$ cat config.mk
export PLATFORM = sky130hd
export DESIGN_NAME = mul_seq_wb_flat
export DESIGN_NICKNAME = d
export VERILOG_FILES = /design/src/rtl/mul_seq_wb_if.sv /design/src/rtl/mul_seq_wb.sv /design/src/flat_wrapper.sv
export SDC_FILE = /design/constraint.sdc
export NUM_CORES = 1
export LEC_CHECK = 0
export BUFFER_PORTS_ARGS = -buffer_cell sky130_fd_sc_hd__buf_2
export CORE_UTILIZATION = 30
export DETAILED_ROUTE_END_ITERATION = 6
export HOLD_SLACK_MARGIN = 0.03
export PLACE_DENSITY = 0.54
export SLEW_MARGIN = 40
export SYNTH_ARGS = -nofsm -noshare
export SYNTH_HDL_FRONTEND = slang
export SYNTH_SLANG_ARGS = --single-unit
$ cat constraint.sdc
create_clock -name clk -period 1.8 [get_ports clk]
set_clock_uncertainty 0.05 [all_clocks]
set_input_delay 0.18 -clock clk [delete_from_list [all_inputs] [get_ports clk]]
set_output_delay 0.18 -clock clk [all_outputs]
set_load 0.05 [all_outputs]
$ cat src/rtl/mul_seq_wb_if.sv
`timescale 1ns/1ps
// Bundle of the multiplier's request, register-file write-back and status
// signals. The multiplier takes the slave side; the surrounding logic (or a
// bench) takes the master side.
interface mul_seq_wb_if #(
   parameter int unsigned W  = 8,
   parameter int unsigned AW = 3
);
   logic            start;
   logic [W-1:0]    op_a;
   logic [W-1:0]    op_b;
   logic [AW-1:0]   dst_hi;
   logic [AW-1:0]   dst_lo;
   logic            busy;
   logic            done;
   logic [2*W-1:0]  product;
   logic            rf_we;
   logic [AW-1:0]   rf_ptr;
   logic [W-1:0]    rf_di;

   modport master (
      output start, op_a, op_b, dst_hi, dst_lo,
      input  busy, done, product, rf_we, rf_ptr, rf_di
   );

   modport slave (
      input  start, op_a, op_b, dst_hi, dst_lo,
      output busy, done, product, rf_we, rf_ptr, rf_di
   );
endinterface

$ cat src/rtl/mul_seq_wb.sv
`timescale 1ns/1ps
// Iterative WxW unsigned shift-add multiplier. Operands and destinations are
// captured on start, the product is built over W fixed cycles, then written
// back to the register file as high byte followed by low byte.
module mul_seq_wb #(
   parameter int unsigned W  = 8,
   parameter int unsigned AW = 3
) (
   input logic          clk,
   input logic          rst_n,
   mul_seq_wb_if.slave  bus
);

   localparam int unsigned CW = (W > 1) ? $clog2(W) : 1;

   typedef enum logic [1:0] {
      IDLE = 2'd0,
      MUL  = 2'd1,
      WBH  = 2'd2,
      WBL  = 2'd3
   } state_t;

   state_t            state_q, state_d;
   logic [W-1:0]      mcand_q, mcand_d;
   logic [W-1:0]      hi_q, hi_d;
   logic [W-1:0]      lo_q, lo_d;
   logic [CW-1:0]     cnt_q, cnt_d;
   logic [AW-1:0]     dhi_q, dhi_d;
   logic [AW-1:0]     dlo_q, dlo_d;
   logic [2*W-1:0]    product_q, product_d;
   logic              done_q, done_d;
   logic [W:0]        sum;
   logic              rf_we;
   logic [AW-1:0]     rf_ptr;
   logic [W-1:0]      rf_di;

   // State and datapath registers; synchronous active-low reset drops any
   // in-flight operation without issuing its write-back.
   always_ff @(posedge clk) begin
      if (!rst_n) begin
         state_q   <= IDLE;
         mcand_q   <= '0;
         hi_q      <= '0;
         lo_q      <= '0;
         cnt_q     <= '0;
         dhi_q     <= '0;
         dlo_q     <= '0;
         product_q <= '0;
         done_q    <= 1'b0;
      end else begin
         state_q   <= state_d;
         mcand_q   <= mcand_d;
         hi_q      <= hi_d;
         lo_q      <= lo_d;
         cnt_q     <= cnt_d;
         dhi_q     <= dhi_d;
         dlo_q     <= dlo_d;
         product_q <= product_d;
         done_q    <= done_d;
      end
   end

   // Next-state, shift-add step and Moore write-back decode.
   always_comb begin
      state_d   = state_q;
      mcand_d   = mcand_q;
      hi_d      = hi_q;
      lo_d      = lo_q;
      cnt_d     = cnt_q;
      dhi_d     = dhi_q;
      dlo_d     = dlo_q;
      product_d = product_q;
      done_d    = 1'b0;
      sum       = '0;
      rf_we     = 1'b0;
      rf_ptr    = '0;
      rf_di     = '0;

      case (state_q)
         IDLE: begin
            if (bus.start) begin
               mcand_d = bus.op_a;
               lo_d    = bus.op_b;
               hi_d    = '0;
               dhi_d   = bus.dst_hi;
               dlo_d   = bus.dst_lo;
               cnt_d   = '0;
               state_d = MUL;
            end
         end
         MUL: begin
            // 9-bit sum keeps the carry so it shifts into hi's MSB.
            sum   = {1'b0, hi_q} + (lo_q[0] ? {1'b0, mcand_q} : '0);
            hi_d  = sum[W:1];
            lo_d  = {sum[0], lo_q[W-1:1]};
            cnt_d = cnt_q + 1'b1;
            if (cnt_q == CW'(W - 1)) begin
               state_d = WBH;
            end
         end
         WBH: begin
            rf_we   = 1'b1;
            rf_ptr  = dhi_q;
            rf_di   = hi_q;
            state_d = WBL;
         end
         WBL: begin
            rf_we     = 1'b1;
            rf_ptr    = dlo_q;
            rf_di     = lo_q;
            product_d = {hi_q, lo_q};
            done_d    = 1'b1;
            state_d   = IDLE;
         end
         default: begin
            state_d = IDLE;
         end
      endcase
   end

   assign bus.busy    = (state_q != IDLE);
   assign bus.done    = done_q;
   assign bus.product = product_q;
   assign bus.rf_we   = rf_we;
   assign bus.rf_ptr  = rf_ptr;
   assign bus.rf_di   = rf_di;

endmodule

$ cat src/flat_wrapper.sv
// flat-port wrapper written by rule: the top's interface ports become plain ports
module mul_seq_wb_flat 
#(
   parameter int unsigned W  = 8,
   parameter int unsigned AW = 3
)
  (clk, rst_n, bus_start, bus_op_a, bus_op_b, bus_dst_hi, bus_dst_lo, bus_busy, bus_done, bus_product, bus_rf_we, bus_rf_ptr, bus_rf_di);
  mul_seq_wb_if #(.W(W), .AW(AW)) bus_i ();
  input logic clk;
  input logic rst_n;
  input wire logic [$bits(bus_i.start)-1:0] bus_start;
  input wire logic [$bits(bus_i.op_a)-1:0] bus_op_a;
  input wire logic [$bits(bus_i.op_b)-1:0] bus_op_b;
  input wire logic [$bits(bus_i.dst_hi)-1:0] bus_dst_hi;
  input wire logic [$bits(bus_i.dst_lo)-1:0] bus_dst_lo;
  output wire logic [$bits(bus_i.busy)-1:0] bus_busy;
  output wire logic [$bits(bus_i.done)-1:0] bus_done;
  output wire logic [$bits(bus_i.product)-1:0] bus_product;
  output wire logic [$bits(bus_i.rf_we)-1:0] bus_rf_we;
  output wire logic [$bits(bus_i.rf_ptr)-1:0] bus_rf_ptr;
  output wire logic [$bits(bus_i.rf_di)-1:0] bus_rf_di;
  assign bus_i.start = bus_start;
  assign bus_i.op_a = bus_op_a;
  assign bus_i.op_b = bus_op_b;
  assign bus_i.dst_hi = bus_dst_hi;
  assign bus_i.dst_lo = bus_dst_lo;
  assign bus_busy = bus_i.busy;
  assign bus_done = bus_i.done;
  assign bus_product = bus_i.product;
  assign bus_rf_we = bus_i.rf_we;
  assign bus_rf_ptr = bus_i.rf_ptr;
  assign bus_rf_di = bus_i.rf_di;
  mul_seq_wb #(.W(W), .AW(AW)) u_core (.clk(clk), .rst_n(rst_n), .bus(bus_i));
endmodule
==> flow_summary.json <==
{
  "layout-area-overhead-vs-synth_pct": 30.9,
  "dieArea_mm2": 0.00888,
  "track_usage_pct": 15.0,
  "grt_overflow": 0,
  "drive_above_1_share_pct": 31.3,
  "swShare_pct": 38.4,
  "drt_first_pass_iters": 4,
  "timing.fmax_mhz": 558,
  "hpwl_mm": 4.60,
  "routedWlPerCell_um": 14.5,
  "ys.flop_type": "dfxtp_1",
  "vdd.ir_drop.worst_mv": 0.432,
  "synth-seq-cells": 52,
  "antennaDiodeCount": 0,
  "port_buffers": 54,
  "antenna_found_initial": 0,
  "grt_pass1_wl_mm": 10.3,
  "rsz0062_at_grt": "true",
  "path_class": "flop to flop",
  "status": "finished, final reports clean",
  "grt_max_degree": 26,
  "globalplace.congestion": 0.811,
  "drt_iter0_drc": 122,
  "vias": 2203,
  "critPathMaxFanout": 6,
  "p_leak_nw": 1.39,
  "yosysWarnings": 0,
  "crit_arrival_ns": 2.01,
  "io_pins": 55,
  "worst_ep_required_time_ns": 2.02,
  "slew_viol_final": 0,
  "p_int_mw": 2.60,
  "routed_wl_mm": 6.56,
  "most-common-layout-cells": "dfxtp_1 (49), buf_2 (46), nor2_1 (35)",
  "instances_no_fill": 453,
  "layout_commonest_cell": "dfxtp_1",
  "synth_edf_count": 0,
  "finalHoldViolations": 0,
  "setup_viol": 0,
  "syn_nets": 323,
  "critPathCaptureType": "flop",
  "cts_made_buffers": 5,
  "cts_tree": "done",
  "combPwrFrac_pct": 41.8,
  "layout_min_cycle_time_ns": 1.79,
  "slew_headroom_pct": 76.5,
  "ant_nets": 0,
  "switchingPower_mw": 1.62,
  "clockPowerShare_pct": 22.3,
  "avgSynthCellArea_um2": 9.01,
  "die_h_um": 94.2,
  "viasPerCell": 4.86,
  "hold_ws_ns": 0.0400,
  "r2r_end": "u_core.hi_q[5]$_SDFFE_PN0P_",
  "cts-htree-levels": 2,
  "critPathLaunchType": "flop",
  "ff2ff_path_depth": 7,
  "dpl.cell_count": 442,
  "synthCells": 283,
  "clock_path_buffers": 2,
  "period_share_pct": 99.5,
  "r2r_slack_ns": 0.009,
  "seq_area_frac_synth_pct": 40.8,
  "pwr-share-seq_pct": 35.9,
  "cts_root_buffer": "clkbuf_8",
  "worst_hold_path.endpoint": "u_core.mcand_q[2]$_SDFFE_PN0P_",
  "r2r_start": "u_core.lo_q[0]$_SDFFE_PN0P_",
  "place_area_mm2": 0.00303,
  "layout.nets": 388,
  "syn_area_mm2": 0.00255,
  "min_path_cells": 3,
  "core_area_mm2": 0.00822,
  "path_clk_slew_ns": 0.10,
  "die_width_um": 94.2,
  "min_from": "bus_op_a[2]",
  "drv_cap": 0,
  "grt_pass1_vias": 2093,
  "async_reset_ff_share_pct": 0,
  "tns_ns": 0,
  "route.detailed.drc": 0,
  "stdcell_area_mm2": 0.00334,
  "cts_sinks": 52,
  "start_util_pct": 31.0,
  "tightest_slew_ns": 0.352,
  "power.density_mw_per_mm2": 1260,
  "clkLatencyLatePin_ns": 0.31,
  "hp-class": "input pin to flop",
  "rows": 33,
  "ys_types": 43
}
power groups by stage:
stage               sequential [mW]  clock (mW)  combinational, mW
floorplan                      1.51           0               1.29
global placement               1.52           0               1.64
detailed placement             1.52           0               1.66
CTS                            1.50       0.953               1.70
global route                   1.55        1.00               1.96
finish                         1.52       0.942               1.77
how the worst max path moves through the flow:
stage                                        endpoint  slack, ns                      startpoint  cells past startpoint
after floorplan           u_core.hi_q[5]$_SDFFE_PN0P_       0.01     u_core.lo_q[0]$_SDFFE_PN0P_                      8
after global placement    u_core.hi_q[5]$_SDFFE_PN0P_       0.06     u_core.lo_q[0]$_SDFFE_PN0P_                      7
after detailed placement  u_core.hi_q[7]$_SDFFE_PN0P_       0.04     u_core.lo_q[0]$_SDFFE_PN0P_                      7
after CTS                                bus_rf_di[6]      0.002  u_core.state_q[0]$_SDFFE_PN0P_                      4
after global routing      u_core.hi_q[4]$_SDFFE_PN0P_      -0.07     u_core.lo_q[0]$_SDFFE_PN0P_                      7
final                     u_core.hi_q[5]$_SDFFE_PN0P_      0.009     u_core.lo_q[0]$_SDFFE_PN0P_                      7
per-stage QoR:
| stage | worst slack, ns | utilization [%] | power, mW |
|---|---|---|---|
| after CTS | 0.00187 | 38.7 | 4.15 |
| after global placement | 0.0567 | 36.8 | 3.16 |
| after global routing | -0.0685 | 40.7 | 4.51 |
| after floorplan | 0.0146 | - | 2.80 |
| final | 0.00873 | 40.7 | 4.23 |
| after detailed placement | 0.0357 | 36.8 | 3.18 |
kinds of logic after synthesis:
group,Yosys count,share of synthesized area (%)
compound gates,62,17.6
xor+xnor,3,1.03
fa+ha+maj,15,7.65
buf+inv,27,5.15
flops,52,40.8
mux,28,11.2
simple gates,96,16.6
layer usage:
metal	vias up	global-route usage, %	wire length (um)
met5	-	0	0
met4	0	5.90	107
met3	9	3.24	375
met2	63	23.1	2880
met1	1016	20.4	3200
li1	1115	-	-
registers in the layout, summed over array words and instances, names as in the netlist:
register	cells
u_core.state_q	2
u_core.cnt_q	3
u_core.dlo_q	3
u_core.lo_q	8
u_core.bus.product	16
u_core.bus.done	1
u_core.mcand_q	8
u_core.hi_q	8
u_core.dhi_q	3
worst max-delay path: stages, from the launching register on:
cell,delay (ns)
dfxtp_4,0.37
and2_4,0.14
ha_4,0.17
fa_2,0.39
a21oi_4,0.17
o211ai_1,0.12
mux2_2,0.28
nand2_1,0.06
repair_timing:
| action | CTS | global route |
|---|---|---|
| pin swaps | 0 | 5 |
| gates resized for setup | 8 | 20 |
| hold buffers | 0 | 0 |
| buffers inserted | 0 | 3 |
| cloned | 0 | 1 |
| setup endpoints to repair | 12 | 30 |
final cells by class:
type	count	area, um2
Inverter	9	33.8
Tap cell	105	131
Timing Repair Buffer	76	490
Clock inverter	2	60.1
Clock buffer	5	68.8
Multi-Input combinational cell	204	1510
Sequential cell	52	1050
Fill cell	831	4880
cells in the mapped netlist (all sizes together), types with 2 or more instances:
master / number / share of area (%)
a211oi: 10 / 3.3
a21oi: 18 / 3.5
a22o: 11 / 3.8
a22oi: 4 / 1.2
and2: 11 / 2.7
buf: 13 / 3.1
clkbuf: 5 / 0.74
dfxtp: 52 / 41
ha: 14 / 6.9
inv: 9 / 1.3
mux2i: 27 / 11
nand2: 33 / 4.9
nand2b: 2 / 0.59
nand3: 6 / 1.2
nand4: 3 / 0.74
nor2: 35 / 5.1
nor2b: 2 / 0.49
nor3: 2 / 0.39
o211ai: 5 / 1.5
o21a: 2 / 0.59
o21ai: 6 / 1.6
xnor2: 2 / 0.69
No activity file was read; power rests on OpenSTA's default activity.
